`src/rtl/ovi_issue_arbiter.sv`:
```
// Round-robin arbiter for the single OVI vector issue channel. It owns the VPU
// issue credits and sb_id allocation, and routes completions to their owners.
module ovi_issue_arbiter #(
  parameter int N_REQ   = 2,
  parameter int CREDITS = 4,
  parameter int SBID_W  = 5,
  parameter int VL_W    = 15
) (
  input  logic                  CLK,
  input  logic                  RST_N,
  input  logic [N_REQ-1:0]      REQ_VALID,
  input  logic [N_REQ*32-1:0]   REQ_INSTR,
  input  logic [N_REQ*2-1:0]    REQ_SEW,
  input  logic [N_REQ*VL_W-1:0] REQ_VL,
  output logic [N_REQ-1:0]      REQ_GRANT,
  output logic [N_REQ-1:0]      REQ_DONE_VALID,
  output logic [63:0]           REQ_DONE_DATA,
  output logic                  ISSUE_VALID,
  output logic [31:0]           ISSUE_INSTR,
  output logic [1:0]            ISSUE_SEW,
  output logic [VL_W-1:0]       ISSUE_VL,
  output logic [SBID_W-1:0]     ISSUE_SBID,
  output logic                  DISPATCH_NEXT_SENIOR,
  input  logic                  ISSUE_CREDIT,
  input  logic                  COMPLETED_VALID,
  input  logic [SBID_W-1:0]     COMPLETED_SBID,
  input  logic [63:0]           COMPLETED_DEST_REG,
  output logic [3:0]            CREDITS_AVAIL,
  output logic                  ERR
);

  localparam int OW    = (N_REQ > 1) ? $clog2(N_REQ) : 1;
  localparam int NSB   = 1 << SBID_W;
  localparam int CNT_W = $clog2(CREDITS + 1);

  logic [CNT_W-1:0]  cnt_q;
  logic [SBID_W-1:0] nxt_q;
  logic [OW-1:0]     rr_q;
  logic [NSB-1:0]    busy_q;
  logic [OW-1:0]     owner_q [NSB];
  logic              err_q;

  logic [31:0]       instr_a [N_REQ];
  logic [1:0]        sew_a   [N_REQ];
  logic [VL_W-1:0]   vl_a    [N_REQ];

  logic [OW-1:0]     cand;
  logic [OW-1:0]     win;
  logic              found;
  logic              can_issue;
  logic              grant_fire;
  logic              comp_hit;

  logic              issue_vld_p1;
  logic [31:0]       issue_instr_p1;
  logic [1:0]        issue_sew_p1;
  logic [VL_W-1:0]   issue_vl_p1;
  logic [SBID_W-1:0] issue_sbid_p1;
  logic [N_REQ-1:0]  done_vld_p1;
  logic [63:0]       done_data_p1;

  // Credit count presented on a 4-bit port; larger pools read as 15.
  function automatic logic [3:0] sat_cnt(input logic [CNT_W-1:0] c);
    if (32'(c) > 15) return 4'hF;
    return 4'(c);
  endfunction

  for (genvar i = 0; i < N_REQ; i++) begin : g_unpack
    assign instr_a[i] = REQ_INSTR[32*i +: 32];
    assign sew_a[i]   = REQ_SEW[2*i +: 2];
    assign vl_a[i]    = REQ_VL[VL_W*i +: VL_W];
  end

  // Stage p0: arbitration. A credit arriving this cycle already counts, and
  // the busy check sees the entry before any same-cycle completion clears it.
  always_comb begin
    cand      = '0;
    win       = '0;
    found     = 1'b0;
    REQ_GRANT = '0;
    can_issue = RST_N && ((cnt_q != '0) || ISSUE_CREDIT) && !busy_q[nxt_q];
    for (int k = 0; k < N_REQ; k++) begin
      cand = OW'((int'(rr_q) + k) % N_REQ);
      if (!found && REQ_VALID[cand]) begin
        found = 1'b1;
        win   = cand;
      end
    end
    grant_fire = can_issue && found;
    if (grant_fire) REQ_GRANT[win] = 1'b1;
    comp_hit = COMPLETED_VALID && busy_q[COMPLETED_SBID];
  end

  // Stage p1: issue/completion registers and arbiter bookkeeping.
  always_ff @(posedge CLK) begin
    if (!RST_N) begin
      cnt_q          <= CNT_W'(CREDITS);
      nxt_q          <= '0;
      rr_q           <= '0;
      busy_q         <= '0;
      err_q          <= 1'b0;
      issue_vld_p1   <= 1'b0;
      issue_instr_p1 <= '0;
      issue_sew_p1   <= '0;
      issue_vl_p1    <= '0;
      issue_sbid_p1  <= '0;
      done_vld_p1    <= '0;
      done_data_p1   <= '0;
    end else begin
      issue_vld_p1 <= grant_fire;
      if (grant_fire) begin
        issue_instr_p1  <= instr_a[win];
        issue_sew_p1    <= sew_a[win];
        issue_vl_p1     <= vl_a[win];
        issue_sbid_p1   <= nxt_q;
        nxt_q           <= nxt_q + 1'b1;
        rr_q            <= OW'((int'(win) + 1) % N_REQ);
        busy_q[nxt_q]   <= 1'b1;
      end

      unique case ({grant_fire, ISSUE_CREDIT})
        2'b10:   cnt_q <= cnt_q - 1'b1;
        2'b01: begin
          if (cnt_q != CNT_W'(CREDITS)) cnt_q <= cnt_q + 1'b1;
          else                          err_q <= 1'b1;
        end
        default: ;
      endcase

      done_vld_p1 <= '0;
      if (comp_hit) begin
        busy_q[COMPLETED_SBID]               <= 1'b0;
        done_vld_p1[owner_q[COMPLETED_SBID]] <= 1'b1;
        done_data_p1                         <= COMPLETED_DEST_REG;
      end else if (COMPLETED_VALID) begin
        err_q <= 1'b1;
      end
    end
  end

  always_ff @(posedge CLK) begin
    if (grant_fire) owner_q[nxt_q] <= win;
  end

  assign ISSUE_VALID          = issue_vld_p1;
  assign ISSUE_INSTR          = issue_instr_p1;
  assign ISSUE_SEW            = issue_sew_p1;
  assign ISSUE_VL             = issue_vl_p1;
  assign ISSUE_SBID           = issue_sbid_p1;
  assign DISPATCH_NEXT_SENIOR = issue_vld_p1;
  assign REQ_DONE_VALID       = done_vld_p1;
  assign REQ_DONE_DATA        = done_data_p1;
  assign CREDITS_AVAIL        = sat_cnt(cnt_q);
  assign ERR                  = err_q;

endmodule

```
`config.mk`:
```
export PLATFORM = sky130hd
export DESIGN_NAME = ovi_issue_arbiter
export DESIGN_NICKNAME = d
export VERILOG_FILES = /design/src/rtl/ovi_issue_arbiter.sv
export SDC_FILE = /design/constraint.sdc
export NUM_CORES = 1
export LEC_CHECK = 0
export BUFFER_PORTS_ARGS = -buffer_cell sky130_fd_sc_hd__clkbuf_2
export CAP_MARGIN = 10
export CORE_ASPECT_RATIO = 0.6
export CORE_MARGIN = 2
export CORE_UTILIZATION = 45
export CTS_BUF_LIST = sky130_fd_sc_hd__clkbuf_2 sky130_fd_sc_hd__clkbuf_4 sky130_fd_sc_hd__clkbuf_8
export DETAILED_ROUTE_END_ITERATION = 8
export HOLD_SLACK_MARGIN = 0.12
export PLACE_DENSITY_LB_ADDON = 0.3
export SLEW_MARGIN = 5
export SYNTH_ARGS = -nofsm -noshare
export SYNTH_HDL_FRONTEND = slang
export SYNTH_SLANG_ARGS = --single-unit
export TNS_END_PERCENT = 50
```
`constraint.sdc`:
```
create_clock -name CLK -period 3.3 [get_ports CLK]
set_input_delay 0 -clock CLK [delete_from_list [all_inputs] [get_ports CLK]]
set_output_delay 0 -clock CLK [all_outputs]
set_load 0.005 [all_outputs]
```
* Yosys cells after proc, flatten, opt, wreduce, memory -nomap -nowiden
Memory sizes are Yosys's and may differ from the RTL's.
Index checks and enable logic that the tools add are counted.
** Operators by class
- Mux-type cells :: 41
- Multipliers :: 0
- Divide/modulo/power cells :: 0
- Bitwise operators :: 4
- $add $sub $neg :: 5
- Shift operators :: 0
- Reductions and logical operators :: 16
- Magnitude comparators :: 11
- Equality and inequality tests :: 4
** Operator list (count)
- 2-to-1 mux 32 bit :: 6
- 2-to-1 mux 15 bit :: 3
- AND 32 bit :: 1
- NOT 32 bit :: 1
- bitwise OR 32 bit :: 1
- 2-to-1 mux 1 bit :: 20
- less-than comparator 5 x 6 -> 1 bit, second input constant :: 2
- binary-select mux 1 bit (select 5 bit) :: 2
- demux 1 bit (select 5 bit) :: 2
- >= comparator 5 x 1 -> 1 bit, second input constant :: 2
- logical AND 1 bit :: 9
- less-than comparator 1 x 2 -> 1 bit, second input constant :: 4
- 2-to-1 mux 2 bit :: 4
- case mux 3 bit (2 select lines) :: 1
- adder 5 x 1 -> 5 bit, second input constant :: 1
- AND reduction 2 bit :: 2
- adder 3 x 1 -> 3 bit, second input constant :: 1
- 2-to-1 mux 3 bit :: 1
- inequality test 3 bit, second input constant :: 1
- nonzero test 3 bit :: 1
- subtractor 3 x 1 -> 3 bit, second input constant :: 1
- adder 1 bit, second input constant :: 2
- demux 1 bit (select 1 bit) :: 2
- == test 2 x 1 -> 1 bit, second input constant :: 1
- other kinds (8) :: 10
** Word-level totals
- Bits in writable memories :: 32
- Latch bits :: 0
- Bits of input ports :: 173
- ROM bits :: 0
- Logic and storage cells :: 94
- Register bits after elaboration :: 163
- Output and inout bits :: 129
- Memories kept :: 1
** Memories
- owner_q :: words 32, width 1, read ports 1, clocked after memory_dff 0, wr ports 1, line 40 : logic [OW-1:0] owner_q [NSB];

* Depth between registers and ports, before layout
- Depth in word-level cells :: 11
- Depth in mapped cells :: 14
- Depth with buffers taken out :: 11

* Worst setup path before layout
OpenSTA, ideal clock, no wires.
- Kind :: register to register
- From :: register nxt_q[1]
- To :: register cnt_q[2]
- Setup time :: 0.123 ns
- Cell stages (with the launch flop) :: 13
- Period minus slack after synthesis :: 2.875 ns
- Slack :: 0.425 ns
- Data arrival time :: 2.752 ns
- Required time :: 3.177 ns
- Cells stage by stage :: dfxtp_1 buf_2 mux4_2 o221ai_1 and4b_4 and2_4 buf_2 nand2b_1 xor2_1 ha_1 and3_1 mux2i_1 mux2_1
** Between the ends
- Word-level cells in the longest chain between the ends :: 8
- Elaborated cells between the ends (all ways) :: 11
- Those cells by class :: eq/ne: 3; mux: 3; reduce/logical: 5
** Ends and longest elaborated chain
- start, declared :: line 37 : logic [SBID_W-1:0] nxt_q;
- start signal, assigned :: line 116 : nxt_q <= nxt_q + 1'b1;
- binary-select mux 1 bit (select 5 bit) * :: line 81 : can_issue = RST_N && ((cnt_q != '0) || ISSUE_CREDIT) && !busy_q[nxt_q];
- 2-to-1 mux 1 bit (not written as such) * :: line 81
- zero test 1 bit * :: line 81
- logical AND 1 bit * :: line 81
- logical AND 1 bit * :: line 89 : grant_fire = can_issue && found;
- == test 2 x 1 -> 1 bit or == test 2 bit (tied branches) :: line 121 : unique case ({grant_fire, ISSUE_CREDIT})
- inequality test 2 bit (no source line) or nonzero test 2 bit (tied branches)
- AND reduction 2 bit (no source line)
- end signal, assigned :: line 97 : cnt_q <= CNT_W'(CREDITS);
- end signal, assigned :: line 122 : 2'b10: cnt_q <= cnt_q - 1'b1;
- end signal, assigned :: line 124 : if (cnt_q != CNT_W'(CREDITS)) cnt_q <= cnt_q + 1'b1;
- end, declared :: line 36 : logic [CNT_W-1:0] cnt_q;
Every way passes the cells marked *; elsewhere a longest branch is shown, timed or not. The select of a mux whose other input is x is not followed.
A chain may end at the register's enable or synchronous reset.

* Worst setup path after layout
- From :: register nxt_q[2]
- To :: register issue_instr_p1[13], in the netlist ISSUE_INSTR[13]
** Between the ends
- Word-level cells in the longest chain between the ends :: 5
** Ends and longest elaborated chain
- binary-select mux 1 bit (select 5 bit) :: line 81
- 2-to-1 mux 1 bit (not written as such) :: line 81
- zero test 1 bit :: line 81
- logical AND 1 bit :: line 81
- logical AND 1 bit :: line 89
- end signal, assigned :: line 112 : issue_instr_p1 <= instr_a[win];
- end, declared :: line 55 : logic [31:0] issue_instr_p1;
Every way passes these cells. The select of a mux whose other input is x is not followed.

==> reports/metrics.cfg <==
[status]
outcome=completed

[global_routing]
grt_pass1_wl_um=43100
grt_pass1_vias=8105
grtUsageTotal_pct=27.5
antenna_found_initial=2
gr-total-overflow=0
grt_max_degree=139

[drt]
antenna_left=0
wl_um=28600
via_per_inst=5.46
drt_iter0_markers=924
dr_total_vias=8710
drc=0
firstDrtPassIters=7
wl_per_cell_um=17.9

[layout]
multi_input_area_um2=3830
area_growth_pct=43.1
layout-drive-gt1-share_pct=30.1
regArea_um2=4230
nets=1519
final_area_um2=12100
finalNonFillerCells=1596
fillers=1419

[power_and_ir_drop]
power.leakage_uw=0.00528
peakVddDrop_uv=291
powerDensity_nw_per_um2=437

[logic_synthesis]
async_flop_share_pct=0
synth_seq_area_share_pct=49.8
synth_fp_nets=1096
synthCells=918
synthTopCellsByArea=dfxtp_1, edfxtp_1, nand2_1
synth_area_um2=8490
synthAdderAreaFrac_pct=0.737
synth_ff_type=dfxtp_1
synth_top_family_by_area=simple AND/OR/NAND/NOR gates
synth_edf_count=32
synth_most_common_cell=nand2_1
synth-compound-area-share_pct=15.7
synth_commonest_cells=nand2_1, dfxtp_1, nor2_1, nand3_1, o21ai_0
synth_seq_cells=195
yosysWarningCount=0
synthXorXnorAreaFrac_pct=0.516
yosys.area_share.simple_pct=20.8
yosysTopAreaCellShare_pct=38.4
synthMuxAreaShare_pct=7.15
synth.distinct_cells=56
syn_avg_cell_area_um2=9.25
yosys.area.top_type=dfxtp_1

[die]
die_y_um=110
initial_core_util_pct=46.5
die_x_um=181
rows=38
core_um2=18300
num_io_pins=302
die-area_um2=20000

[worst_setup_path]
end_kind=flop
cp.required_ns=3.71
crit_start=nxt_q[2]
worstPathArrival_ns=3.54
reg2reg_from=nxt_q[2]
worst-setup-path-type=flop to flop
startpoint_type=flop
cp_max_fo=69

[sta]
fin_crit_ns=3.13
hold_violations=0
tightest_slew_ns=1.06
finalCritPeriodShare_pct=94.9
setup_tns_ns=0
setup_viol=0
rsz0062_at_grt=false
fin_hold_ws_ns=0.152
relSlewSlack_pct=29.4
skew_ns=0.0203
finalMaxSlewViolations=0
fmax_ghz=0.319
worst_slack_ns=0.168

[placement]
port_buffers=300
placed_area_um2=10000
dpl_worst_slack_ns=0.315
post-place-cells=1393
dpl.hpwl_um=17700
place.gp.congestion=0.958

[clock_network]
postCtsSetupBuffers=0
max-clock-path-buffers=2
clkSlewWorstSetupHoldPaths_ns=0.10
cts_buffers=17
tritoncts=built
cts_max_level=4
cts.sinks=195
clk_latency_ns=0.47
root_buffer=clkbuf_8

[min_path]
hold_class=input pin to flop
hp-start=COMPLETED_SBID[3]

[flow_run]
cap_viol_max_count=0

state kept, by name (all words and copies together) (netlist names), 3 cells and up:
register	flops
REQ_DONE_DATA	64
ISSUE_INSTR	32
busy_q	32
owner_q	32
ISSUE_VL	15
ISSUE_SBID	5
nxt_q	5
cnt_q	3
worst paths after layout:
kind / end / slack [ns] / depth (start not counted)
hold reg to reg: REQ_DONE_DATA[57] / 0.46 / 2
hold / removal: REQ_DONE_VALID[0] / 0.15 / 4
setup / recovery: ISSUE_INSTR[13] / 0.17 / 9
setup reg to reg: ISSUE_INSTR[13] / 0.17 / 9
cell type report:
cell class	count	share of cell area, %
flip-flops and latches	195	34.8
multi-input cells	633	31.5
repair buffers	486	27.6
well taps	240	2.47
clock buffers	20	2.21
clock inverters	12	1.05
inverters	8	0.247
diodes	2	0.0412
through the flow:
stage	power [uW]	utilization (%)
6_report	5310	66.5
5_1_grt	5530	66.5
4_1_cts	5280	66.3
3_5_place_dp	3510	54.9
3_3_place_gp	3500	54.9
2_1_floorplan	3170	-
kinds of logic after synthesis:
family / after synthesis
flip-flops: 195
AO/OA/AOI/OAI: 177
adder cells (fa/ha/maj): 5
XOR/XNOR: 5
AND/OR/NAND/NOR: 399
buffers and inverters: 90
multiplexers: 46
other: 1
metal layers:
| metal | track usage, % | part of all wire, % | vias to the layer above |
|---|---|---|---|
| met5 | 0 | 0 | - |
| met4 | 7.55 | 1.9 | 0 |
| met3 | 8.41 | 9.4 | 46 |
| met2 | 44.3 | 46 | 442 |
| met1 | 36.3 | 42 | 4075 |
| li1 | - | - | 4147 |
what timing repair did:
item / 4_1_cts / 5_1_grt
endpoints found under the setup margin: 0 / 38
resized for setup: 0 / 2
hold buffers: 168 / 0
endpoints found under the hold margin: 117 / 0
placed cells by master, fill, tap and decap left out, types with 2 or more instances in the layout:
cell	instances
nand2_1	185
edfxtp_1	32
clkinv_2	4
dlygate4sd3_1	168
clkbuf_2	299
nand3b_1	4
dfxtp_1	162
buf_4	17
a311oi_1	49
or2_2	2
clkbuf_8	19
bufinv_16	2
nand3_1	73
nand2b_1	6
inv_1	5
o22ai_1	9
and3_1	30
ha_1	5
xor2_1	3
clkinv_4	3
diode_2	2
or3_1	2
nor2_1	75
xnor2_1	2
nand4_1	2
nor3_1	9
mux4_2	11
or3b_1	2
nor2b_1	4
mux2i_1	28
inv_2	2
o21ai_0	68
inv_4	2
o221ai_1	2
a31oi_1	3
o221a_2	28
mux2_2	6
o21a_1	2
o32ai_1	2
critical path, stage by stage, from the launching register on:
cell           delay [ns]
dfxtp_1              0.49
buf_4                0.23
mux4_2               0.31
o221ai_1             0.22
and4b_4              0.31
and2_4               0.20
buf_16               0.26
nor2_1               0.10
a311oi_1             0.30
dlygate4sd3_1        0.62
report_power, final:
group	internal (uW)	switching [uW]	total (uW)
logic	526	544	1070
registers	2550	91.0	2640
clock network	725	875	1600
(Power assumes the default switching activity.)
